--- config.mk ---
export PLATFORM = sky130hd
export DESIGN_NAME = alu_system
export DESIGN_NICKNAME = d
export VERILOG_FILES = /design/src/rtl/alu_system_pkg.sv /design/src/rtl/alu_system_address_register_file.sv /design/src/rtl/alu_system_alu.sv /design/src/rtl/alu_system_fun_reg.sv /design/src/rtl/alu_system_instruction_register.sv /design/src/rtl/alu_system_memory.sv /design/src/rtl/alu_system_register_file.sv /design/src/rtl/alu_system.sv
export SDC_FILE = /design/constraint.sdc
export NUM_CORES = 2
export LEC_CHECK = 0
export BUFFER_PORTS_ARGS = -buffer_cell sky130_fd_sc_hd__buf_2
export CORE_ASPECT_RATIO = 0.9
export CORE_UTILIZATION = 40
export DETAILED_ROUTE_END_ITERATION = 12
export HOLD_SLACK_MARGIN = 0.1
export PLACE_DENSITY = 0.61
export SETUP_SLACK_MARGIN = 0.05
export SLEW_MARGIN = 25
export SYNTH_ARGS = -nofsm -noshare
export SYNTH_HDL_FRONTEND = slang
export SYNTH_SLANG_ARGS = --single-unit
--- constraint.sdc ---
create_clock -name Clock -period 40.2 [get_ports Clock]
set_clock_uncertainty 0.15 [all_clocks]
set_input_delay 6.03 -clock Clock [delete_from_list [all_inputs] [get_ports Clock]]
set_output_delay 6.03 -clock Clock [all_outputs]
set_load 0.02 [all_outputs]
--- src/rtl/alu_system_pkg.sv ---
// alu_system_pkg: shared encodings for the Project 1 datapath
package alu_system_pkg;
  typedef enum logic [1:0] {FUN_CLR, FUN_LOAD, FUN_DEC, FUN_INC} fun_e;
  typedef enum logic [3:0] {
    OP_A, OP_B, OP_NOTA, OP_NOTB, OP_ADD, OP_SUB, OP_CMP, OP_AND,
    OP_OR, OP_NAND, OP_XOR, OP_LSL, OP_LSR, OP_ASL, OP_ASR, OP_CSR
  } alu_op_e;
  localparam logic [1:0] SRC_ALU = 2'b00, SRC_MEM = 2'b01, SRC_IR = 2'b10, SRC_ARF = 2'b11;
  localparam int AR_I = 0, SP_I = 1, PCP_I = 2, PC_I = 3;
endpackage

--- src/rtl/alu_system_address_register_file.sv ---
// address_register_file: AR, SP, PCpast, PC stored in read-select order
module address_register_file
  import alu_system_pkg::*;
(
  input  logic       clk,
  input  logic       rst_n,
  input  logic [1:0] out_a_sel,
  input  logic [1:0] out_b_sel,
  input  logic [1:0] fun_sel,
  input  logic [3:0] r_sel,
  input  logic [7:0] d,
  output logic [7:0] out_a,
  output logic [7:0] out_b
);
  logic [7:0] regs [4];
  logic [3:0] en;
  assign en[AR_I]  = r_sel[2];
  assign en[SP_I]  = r_sel[1];
  assign en[PCP_I] = r_sel[0];
  assign en[PC_I]  = r_sel[3];
  genvar i;
  for (i = 0; i < 4; i++) begin : g_reg
    fun_reg #(.W(8)) u_reg (.clk, .rst_n, .en(en[i]), .fun(fun_sel), .d, .q(regs[i]));
  end
  assign out_a = regs[out_a_sel];
  assign out_b = regs[out_b_sel];
endmodule

--- src/rtl/alu_system_alu.sv ---
// alu: combinational 8-bit ALU with a ZCNO flag register loaded every cycle
module alu
  import alu_system_pkg::*;
(
  input  logic       clk,
  input  logic       rst_n,
  input  logic [7:0] a,
  input  logic [7:0] b,
  input  logic [3:0] op,
  output logic [7:0] res,
  output logic [3:0] zcno
);
  logic [3:0] zcno_q, zcno_d;
  logic [8:0] sum, diff;
  logic [7:0] fr;
  logic       c, o;
  always_comb begin
    sum  = {1'b0, a} + {1'b0, b};
    diff = {1'b0, a} - {1'b0, b};
    res  = a;
    c    = zcno_q[2];
    o    = zcno_q[0];
    case (op)
      OP_A:    res = a;
      OP_B:    res = b;
      OP_NOTA: res = ~a;
      OP_NOTB: res = ~b;
      OP_ADD:  begin res = sum[7:0]; c = sum[8]; o = ~(a[7] ^ b[7]) & (a[7] ^ sum[7]); end
      OP_SUB:  begin res = diff[7:0]; c = diff[8]; o = (a[7] ^ b[7]) & (a[7] ^ diff[7]); end
      OP_CMP:  begin res = a; c = diff[8]; o = (a[7] ^ b[7]) & (a[7] ^ diff[7]); end
      OP_AND:  res = a & b;
      OP_OR:   res = a | b;
      OP_NAND: res = ~(a & b);
      OP_XOR:  res = a ^ b;
      OP_LSL:  begin res = {a[6:0], 1'b0}; c = a[7]; end
      OP_LSR:  begin res = {1'b0, a[7:1]}; c = a[0]; end
      OP_ASL:  begin res = {a[6:0], 1'b0}; c = a[7]; o = a[7] ^ a[6]; end
      OP_ASR:  begin res = {a[7], a[7:1]}; c = a[0]; end
      OP_CSR:  begin res = {a[0], a[7:1]}; c = a[0]; end
    endcase
    fr     = op == OP_CMP ? diff[7:0] : res;
    zcno_d = {fr == 8'h00, c, fr[7], o};
  end
  always_ff @(posedge clk or negedge rst_n)
    if (!rst_n) zcno_q <= '0;
    else zcno_q <= zcno_d;
  assign zcno = zcno_q;
endmodule

--- src/rtl/alu_system_fun_reg.sv ---
// fun_reg: width-parameterised clear/load/dec/inc register with enable
module fun_reg
  import alu_system_pkg::*;
#(
  parameter int W = 8
) (
  input  logic         clk,
  input  logic         rst_n,
  input  logic         en,
  input  logic [1:0]   fun,
  input  logic [W-1:0] d,
  output logic [W-1:0] q
);
  logic [W-1:0] q_q, q_d;
  always_comb
    q_d = !en ? q_q : fun == FUN_CLR ? '0 : fun == FUN_LOAD ? d : fun == FUN_DEC ? q_q - 1'b1 : q_q + 1'b1;
  always_ff @(posedge clk or negedge rst_n)
    if (!rst_n) q_q <= '0;
    else q_q <= q_d;
  assign q = q_q;
endmodule

--- src/rtl/alu_system_instruction_register.sv ---
// instruction_register: 16-bit IR; a load replaces only the half chosen by lh
module instruction_register (
  input  logic        clk,
  input  logic        rst_n,
  input  logic        en,
  input  logic        lh,
  input  logic [1:0]  fun_sel,
  input  logic [7:0]  d,
  output logic [15:0] ir
);
  logic [15:0] d_w;
  assign d_w = lh ? {d, ir[7:0]} : {ir[15:8], d};
  fun_reg #(.W(16)) u_ir (.clk, .rst_n, .en, .fun(fun_sel), .d(d_w), .q(ir));
endmodule

--- src/rtl/alu_system_memory.sv ---
// memory: 256x8, combinational read gated by active-low chip select, synchronous write
module memory (
  input  logic       clk,
  input  logic [7:0] addr,
  input  logic [7:0] din,
  input  logic       wr,
  input  logic       cs,
  output logic [7:0] dout
);
  logic [7:0] mem_q [256];
  always_ff @(posedge clk)
    if (!cs && wr) mem_q[addr] <= din;
  assign dout = cs ? 8'h00 : mem_q[addr];
endmodule

--- src/rtl/alu_system_register_file.sv ---
// register_file: T1-T4 at indices 0-3 and R1-R4 at 4-7, so the read select indexes directly
module register_file (
  input  logic       clk,
  input  logic       rst_n,
  input  logic [2:0] out_a_sel,
  input  logic [2:0] out_b_sel,
  input  logic [1:0] fun_sel,
  input  logic [3:0] r_sel,
  input  logic [3:0] t_sel,
  input  logic [7:0] d,
  output logic [7:0] out_a,
  output logic [7:0] out_b
);
  logic [7:0] regs [8];
  logic [7:0] en;
  assign en = {r_sel[0], r_sel[1], r_sel[2], r_sel[3], t_sel[0], t_sel[1], t_sel[2], t_sel[3]};
  genvar i;
  for (i = 0; i < 8; i++) begin : g_reg
    fun_reg #(.W(8)) u_reg (.clk, .rst_n, .en(en[i]), .fun(fun_sel), .d, .q(regs[i]));
  end
  assign out_a = regs[out_a_sel];
  assign out_b = regs[out_b_sel];
endmodule

--- src/rtl/alu_system.sv ---
// alu_system: Project 1 datapath with every control as a primary input and debug taps on all buses
module alu_system
  import alu_system_pkg::*;
(
  input  logic        Clock,
  input  logic        Reset,
  input  logic [2:0]  RF_OutASel,
  input  logic [2:0]  RF_OutBSel,
  input  logic [1:0]  RF_FunSel,
  input  logic [3:0]  RF_RSel,
  input  logic [3:0]  RF_TSel,
  input  logic [3:0]  ALU_FunSel,
  input  logic [1:0]  ARF_OutASel,
  input  logic [1:0]  ARF_OutBSel,
  input  logic [1:0]  ARF_FunSel,
  input  logic [3:0]  ARF_RSel,
  input  logic        IR_LH,
  input  logic        IR_Enable,
  input  logic [1:0]  IR_Funsel,
  input  logic        Mem_WR,
  input  logic        Mem_CS,
  input  logic [1:0]  MuxASel,
  input  logic [1:0]  MuxBSel,
  input  logic        MuxCSel,
  output logic [7:0]  out,
  output logic [7:0]  p_RF_O1,
  output logic [7:0]  p_RF_O2,
  output logic [7:0]  p_ALU_Out,
  output logic [7:0]  p_ARF_OutA,
  output logic [7:0]  p_MEM_Address,
  output logic [7:0]  p_MEM_Out,
  output logic [7:0]  p_MUXA_Out,
  output logic [7:0]  p_MUXB_Out,
  output logic [7:0]  p_MUXC_Out,
  output logic [7:0]  p_ALU_ZCNO,
  output logic [15:0] p_IR_Out
);
  logic [7:0]  rf_a, rf_b, arf_a, arf_b, alu_out, mem_out, mux_a, mux_b, mux_c;
  logic [3:0]  zcno;
  logic [15:0] ir;
  assign mux_a = MuxASel == SRC_ALU ? alu_out : MuxASel == SRC_MEM ? mem_out : MuxASel == SRC_IR ? ir[7:0] : arf_a;
  assign mux_b = MuxBSel == SRC_ALU ? alu_out : MuxBSel == SRC_MEM ? mem_out : MuxBSel == SRC_IR ? ir[7:0] : arf_a;
  assign mux_c = MuxCSel ? arf_a : rf_a;
  register_file u_rf (
    .clk(Clock), .rst_n(Reset), .out_a_sel(RF_OutASel), .out_b_sel(RF_OutBSel), .fun_sel(RF_FunSel),
    .r_sel(RF_RSel), .t_sel(RF_TSel), .d(mux_a), .out_a(rf_a), .out_b(rf_b)
  );
  address_register_file u_arf (
    .clk(Clock), .rst_n(Reset), .out_a_sel(ARF_OutASel), .out_b_sel(ARF_OutBSel), .fun_sel(ARF_FunSel),
    .r_sel(ARF_RSel), .d(mux_b), .out_a(arf_a), .out_b(arf_b)
  );
  instruction_register u_ir (
    .clk(Clock), .rst_n(Reset), .en(IR_Enable), .lh(IR_LH), .fun_sel(IR_Funsel), .d(mem_out), .ir
  );
  alu u_alu (.clk(Clock), .rst_n(Reset), .a(mux_c), .b(rf_b), .op(ALU_FunSel), .res(alu_out), .zcno);
  memory u_mem (.clk(Clock), .addr(arf_b), .din(alu_out), .wr(Mem_WR), .cs(Mem_CS), .dout(mem_out));
  assign out           = alu_out;
  assign p_RF_O1       = rf_a;
  assign p_RF_O2       = rf_b;
  assign p_ALU_Out     = alu_out;
  assign p_ARF_OutA    = arf_a;
  assign p_MEM_Address = arf_b;
  assign p_MEM_Out     = mem_out;
  assign p_MUXA_Out    = mux_a;
  assign p_MUXB_Out    = mux_b;
  assign p_MUXC_Out    = mux_c;
  assign p_ALU_ZCNO    = {4'b0000, zcno};
  assign p_IR_Out      = ir;
endmodule

# After elaboration in Yosys (flattened, before gate mapping)
# Memory sizes are Yosys's and may differ from the RTL's.
# Cells that the tools add are included.
totals:
  regBits: 116
  ram_bits: 2048
  input_bits: 43
  output_inout_bits: 104
  n_memories: 1
mem_list:
  columns: ["name", "depth", "word_bits", "rd", "rd_ports_with_merged_regs", "wr", "line", "text"]
  rows:
  - ["u_mem.mem_q", 256, 8, 1, 0, 1, "alu_system_memory.sv:10", "logic [7:0] mem_q [256];"]
op_classes:
  addsub: 28
  magnitude_cmp: 4
  n_eq_ne: 27
  n_mux: 66
  bitwise_logic: 17
  reduce_logical: 17
op_table:
  columns: ["cell", "n"]
  rows:
  - ["$mux 8", 53]
  - ["$pmux 8 s14", 1]
  - ["$add 8x1->8 const B", 12]
  - ["$sub 8x1->8 const B", 12]
  - ["$mux 16", 4]
  - ["$bmux 8 s3", 2]
  - ["$bmux 8 s2", 2]
  - ["$eq 4x4->1 const B", 8]
  - ["$not 8->8", 3]
  - ["$add 16x1->16 const B", 1]
  - ["$eq 4x3->1 const B", 4]
  - ["$sub 16x1->16 const B", 1]
  - ["$eq 2x1->1 const B", 5]
  - ["$eq 2x2->1 const B", 5]
  - ["$logic_not 2->1", 5]
  - ["$add 8x8->9", 1]
  - ["$sub 8x8->9", 1]
  - ["$and 8x8->8", 1]
  - ["$eq 4x2->1 const B", 2]
  - ["$ge 4x4->1 const B", 2]
  - ["$logic_not 8->1", 1]
  - ["$not 3->4", 2]
  - ["$or 8x8->8", 1]
  - ["$xor 8x8->8", 1]
  - ["18 further kinds", 29]

# Depth between registers and ports, before layout
logic_depth:
  depth_word: 11
  mapped_depth: 20
  ltp_nobuf: 17

# Cells and area by module
# From an unflattened synthesis, not the netlist that was laid out.
hier_totals:
  hier_cells: 5641
  area_unflattened_um2: 94500.6
by_module_without_submodules:
  columns: ["module", "instances", "cells_per_inst", "area_per_inst_um2", "seq_area_each_um2"]
  rows:
  - ["memory", 1, 3936, 79978.0, 61499.0]
  - ["fun_reg at u_rf.g_reg[1].u_reg ...", 7, 86, 690.7, 200.2]
  - ["fun_reg at u_arf.g_reg[0].u_reg ...", 5, 87, 701.9, 200.2]
  - ["alu", 1, 335, 2344.7, 100.1]
  - ["fun_reg at u_ir.u_ir", 1, 195, 1508.9, 400.4]
  - ["register_file", 1, 58, 1101.1, 0.0]
  - ["alu_system", 1, 42, 581.8, 0.0]
  - ["address_register_file", 1, 20, 392.9, 0.0]
  - ["instruction_register", 1, 18, 249.0, 0.0]

# Worst setup path before layout
# No wires, ideal clock.
synth_path:
  path_kind: "input to output"
  from: "input RF_OutASel[0]"
  to: "output p_MUXA_Out[7]"
  t_arrival_ns: 19.495
  t_required_ns: 34.020
  setup_slack_ns: 14.525
  path_stages: 15
  n_path_buf: 2
  cell_sequence: "clkbuf_1 > buf_2 > mux4_2 > mux2i_1 > o21ai_0 > inv_1 > ha_1 > o21ba_2 > o211ai_1 > a2111oi_0 > o21ba_2 > o21ai_0 > a32oi_1 > a22oi_1 > o21ai_4"
synth_via:
  word_cells_on_any_way: 14
  cone_classes: "add/sub: 2; mux: 6; bitwise: 6"
synth_rtl:
  columns: ["element", "line", "text"]
  rows:
  - ["start: declaration", "alu_system.sv:7", "input logic [2:0] RF_OutASel,"]
  - ["$not 3->4 (implied by the code) (*)", "alu_system_register_file.sv:21", "assign out_a = regs[out_a_sel];"]
  - ["$bmux 8 s3 (*)", "alu_system_register_file.sv:21", null]
  - ["$mux 8 (implied by the code) (*) (2 in series)", "alu_system_register_file.sv:21", null]
  - ["$mux 8 (*)", "alu_system.sv:43", "assign mux_c = MuxCSel ? arf_a : rf_a;"]
  - ["named net p_MUXC_Out[1]", "alu_system.sv:34", "output logic [7:0] p_MUXC_Out,"]
  - ["$sub 8x8->9 or $add 8x8->9 (tied branches)", "alu_system_alu.sv:19, alu_system_alu.sv:18", null]
  - ["$pmux 8 s14 (*)", "alu_system_alu.sv:23", "case (op)"]
  - ["named net out[7]", "alu_system.sv:25", "output logic [7:0] out,"]
  - ["$mux 8 (*)", "alu_system.sv:41", "assign mux_a = MuxASel == SRC_ALU ? alu_out : MuxASel == SRC_MEM ? mem_out : MuxASel == SRC_IR ? ir[7:0] : arf ..."]
  - ["end: declaration", "alu_system.sv:32", "output logic [7:0] p_MUXA_Out,"]
# The timed path passes the listed nets; every way through them passes the cells marked *. The select of a mux whose other input is x is not followed.

# Worst setup path after layout
layout_path:
  from: "input ARF_OutBSel[0]"
  to: "output p_MUXB_Out[1]"
layout_via:
  elab_chain_len: 8
layout_rtl:
  columns: ["element", "line", "text"]
  rows:
  - ["start: declaration", "alu_system.sv:14", "input logic [1:0] ARF_OutBSel,"]
  - ["$not 2->3 (implied by the code)", "alu_system_address_register_file.sv:26", "assign out_b = regs[out_b_sel];"]
  - ["$bmux 8 s2", "alu_system_address_register_file.sv:26", null]
  - ["$mux 8 (implied by the code) (2 in series)", "alu_system_address_register_file.sv:26", null]
  - ["$mem_v2 256x8", null, null]
  - ["$mux 8", "alu_system_memory.sv:13", "assign dout = cs ? 8'h00 : mem_q[addr];"]
  - ["$mux 8 (2 in series)", "alu_system.sv:42", "assign mux_b = MuxBSel == SRC_ALU ? alu_out : MuxBSel == SRC_MEM ? mem_out : MuxBSel == SRC_IR ? ir[7:0] : arf ..."]
  - ["end: declaration", "alu_system.sv:33", "output logic [7:0] p_MUXB_Out,"]
# Every way passes these cells. The select of a mux whose other input is x is not followed.

==> impl_metrics.py <==
metrics = {
    "power": {
        "p_leak_nw": 35.0,
        "p_switching_mw": 2.84,
        "internal_power_mw": 4.70,
        "power_per_cell_area_mw_per_mm2": 71.9,
        "p_total_mw": 7.54,
        "pwr-share-seq_pct": 39.2,
        "switching_share_pct": 37.7,
        "power_frac_comb_pct": 34.9,
        "power_frac_clock_pct": 25.8,
        "ir_drop_mv": 0.0506,
    },
    "layout": {
        "layout-drive-gt1-share_pct": 14.3,
        "syn_to_final_growth_pct": 11.2,
        "finalInstanceArea_mm2": 0.105,
        "regArea_mm2": 0.0644,
        "nFillCells": 20400,
        "multi_input_area_mm2": 0.0273,
        "nNetsFinal": 6464,
    },
    "placed_design": {
        "gp_congestion": 0.898,
        "dp_hpwl_um": 192000,
        "io_buffers": 142,
        "dpl_cell_area_mm2": 0.0981,
    },
    "global_routing": {
        "grt_pass1_vias": 54400,
        "antenna_found_initial": 22,
        "grtUsageTotal_pct": 24.7,
        "grt_pass1_wl_um": 420000,
        "grt_max_degree": 150,
        "gr-total-overflow": 0,
    },
    "synthesis": {
        "ys_ff_latch": 2164,
        "synthCells": 6186,
        "synth-edff-count": 2048,
        "synth_fa_ha_area_share_pct": 1.78,
        "synth_mux_area_share_pct": 11.1,
        "synth_cell_type_count": 99,
        "synthSimpleGateAreaFrac_pct": 7.22,
        "syn_area_mm2": 0.0943,
        "yosysTopAreaCell": "edfxtp_1",
        "synth_top_cell_area_share_pct": 65.2,
        "synthXorXnorAreaFrac_pct": 0.854,
        "ys_async_sr_fraction_pct": 5.36,
        "avgSynthCellArea_um2": 15.2,
        "synth_top_family_by_area": "multiplexers",
        "synth.yosys.seq_area_share_pct": 68.3,
        "synthTopCellsByArea": "edfxtp_1 65%, mux2i_1 5.7%, mux4_2 5.2%",
        "synth_compound_area_share_pct": 7.67,
        "ys.flop_type": "edfxtp_1",
        "ys_warn_count": 0,
    },
    "clocking": {
        "cts_hold_buf": 0,
        "clk_pin_slew_ps": 70,
        "clock_path_buffers": 3,
        "cts_tree": "yes",
        "clk_latency_ps": 860,
        "root_buffer": "clkbuf_16",
        "clock-sinks": 2164,
        "cts_buffers": 211,
        "htree_levels": 4,
        "cts_setup_buffers": 0,
        "post_cts_resized": 0,
    },
    "floorplanning": {
        "die_x_um": 514,
        "core_mm2": 0.234,
        "ios": 147,
        "start_util_pct": 40.4,
        "rows": 168,
        "dieArea_mm2": 0.238,
        "fp.dieH_um": 463,
    },
    "setup_path": {
        "rr_worst_depth": 15,
        "r2r_end": "u_arf.g_reg[1].u_reg.q[5]",
        "regToRegSetupSlack_ps": 32420,
        "critPathMaxStageDelay_ps": 900,
        "slowest_stage": "mux4_4",
        "cp_max_fo": 149,
        "critical_path_class": "primary input to output port",
        "crit_required_ps": 34020,
        "crit_chain": "buf_2 > mux4_4 > inv_16 > buf_12 > buf_4 > buf_4 > mux2i_1 > mux2i_1 > o22ai_1 > a2111oi_0 > nand4_1 > a311oi_1 > buf_4 > nand2_1 > o21ai_2 > a21boi_0 > buf_2",
        "cp-end-kind": "output port",
        "r2r-start": "u_arf.g_reg[3].u_reg.q[1]",
        "worstPathArrival_ps": 13620,
        "cp_common_cell": "buf_4",
        "start_kind": "primary input",
    },
    "route": {
        "dr.pass1.iters": 6,
        "viasPerCell": 6.07,
        "num_vias": 58500,
        "drtIter0Drc": 8125,
        "drc": 0,
        "wl_per_cell_um": 31.1,
        "drt_wl_total_um": 299000,
        "ant_nets": 0,
    },
    "timing": {
        "period_share_pct": 49.2,
        "relSlewSlack_pct": 17.2,
        "finalSetupViolCount": 0,
        "slew_viol_final": 0,
        "fin_tns_setup_ps": 0,
        "fmax_ghz": 0.0505,
        "min_period_ps": 19800,
        "worstMarginPinSlew_ps": 1240,
        "rsz0062_at_grt": "false",
        "hold_viol_final": 0,
    },
    "hold_path": {
        "worstHoldStart": "u_alu.zcno[0]",
        "holdPathStages": 1,
        "min_to": "u_alu.zcno[0]",
        "hp-class": "register to register",
    },
    "outcome": {
        "status": "completed",
    },
    "run": {
        "cap_violations": 0,
    },
}
cells by family (layout without fill, tap and decap cells):
group	after synthesis	after routing
and+or+nand+nor	1504	1504
adders and majority gates	125	125
other	1	10
xor gates and xnor gates	92	92
DFF	2164	2164
buffers and inverters	517	804
AOI/OAI and AO/OA	1015	1015
muxes	768	768
cell usage in the layout, fill, tap and decap left out, drive strengths merged, types with 110 or more instances in the layout:
cell type / n
a211oi: 141
a21oi: 179
buf: 298
clkbuf: 259
dfrtp: 116
edfxtp: 2048
ha: 110
inv: 120
mux2i: 536
mux4: 219
nand2: 598
nand3: 119
nor2: 424
nor2b: 154
cell type report:
| cell class | count | area share, % |
|---|---|---|
| diodes | 6 | 0.0143 |
| clock buffers | 258 | 5.25 |
| clock inverters | 135 | 1.13 |
| inverters | 112 | 0.452 |
| multi-input cells | 3508 | 26.1 |
| flip-flops and latches | 2164 | 61.4 |
| well taps | 3145 | 3.75 |
| repair buffers | 299 | 1.90 |
through the flow:
stage	utilization [%]	instances	hold WS, ps	worst slack [ps]
after floorplan	-	6189	341	14530
after global placement	42.0	9226	341	20690
after detailed placement	42.0	9227	361	20650
after CTS	44.9	9620	377	20610
after global routing	44.9	9622	404	20190
final	44.9	9627	373	20400
cell usage after synthesis, drive strengths merged (30+ instances only):
cell	n
edfxtp	2048
o21bai	45
o22ai	30
xnor2	50
inv	111
buf	239
ha	110
nor2b	154
a31oi	94
o21ai	104
a311oi	60
mux4	219
nand2	598
nor4	32
a211oi	141
nand3	119
a21oi	179
a22oi	75
dfrtp	116
nor2	424
nand4	35
mux2i	536
clkbuf	166
and2	30
xor2	42
power groups by stage:
stage	sequential [mW]	combinational (mW)	clock, mW
after detailed placement	3.00	2.58	0
final	2.96	2.64	1.95
after floorplan	3.15	1.56	0
after CTS	2.96	2.59	1.96
after global placement	3.00	2.55	0
after global routing	2.96	2.74	2.04
how the worst max path moves through the flow:
stage               endpoint  slack (ps)  depth (start not counted)            from
3_3_place_gp   p_MUXB_Out[1]       20690                         17  ARF_OutBSel[0]
5_1_grt        p_MUXB_Out[1]       20190                         17  ARF_OutBSel[0]
3_5_place_dp   p_MUXB_Out[1]       20650                         17  ARF_OutBSel[0]
4_1_cts        p_MUXB_Out[1]       20610                         17  ARF_OutBSel[0]
6_report       p_MUXB_Out[1]       20400                         17  ARF_OutBSel[0]
2_1_floorplan  p_MUXA_Out[7]       14530                         15   RF_OutASel[0]
sequential cells by signal (all words and copies together) (netlist names):
signal,cells
u_mem.mem_q,2048
u_alu.zcno,4
u_arf.g.u_reg.q,32
u_ir.u_ir.q,16
u_rf.g.u_reg.q,64
worst max-delay path: cells and delay by family:
family / cells / cell delay [ps]
buffers and inverters: 7 / 3280
AOI/OAI and AO/OA: 5 / 1780
muxes: 3 / 1230
and+or+nand+nor: 2 / 570
metal layers:
metal	vias up	global-route usage [%]	wire length, µm
li1	24300	-	-
met1	30300	36.2	124000
met2	3397	36.5	133000
met3	453	5.54	33800
met4	12	7.21	8890
met5	-	0	83
(Power assumes the default switching activity.)
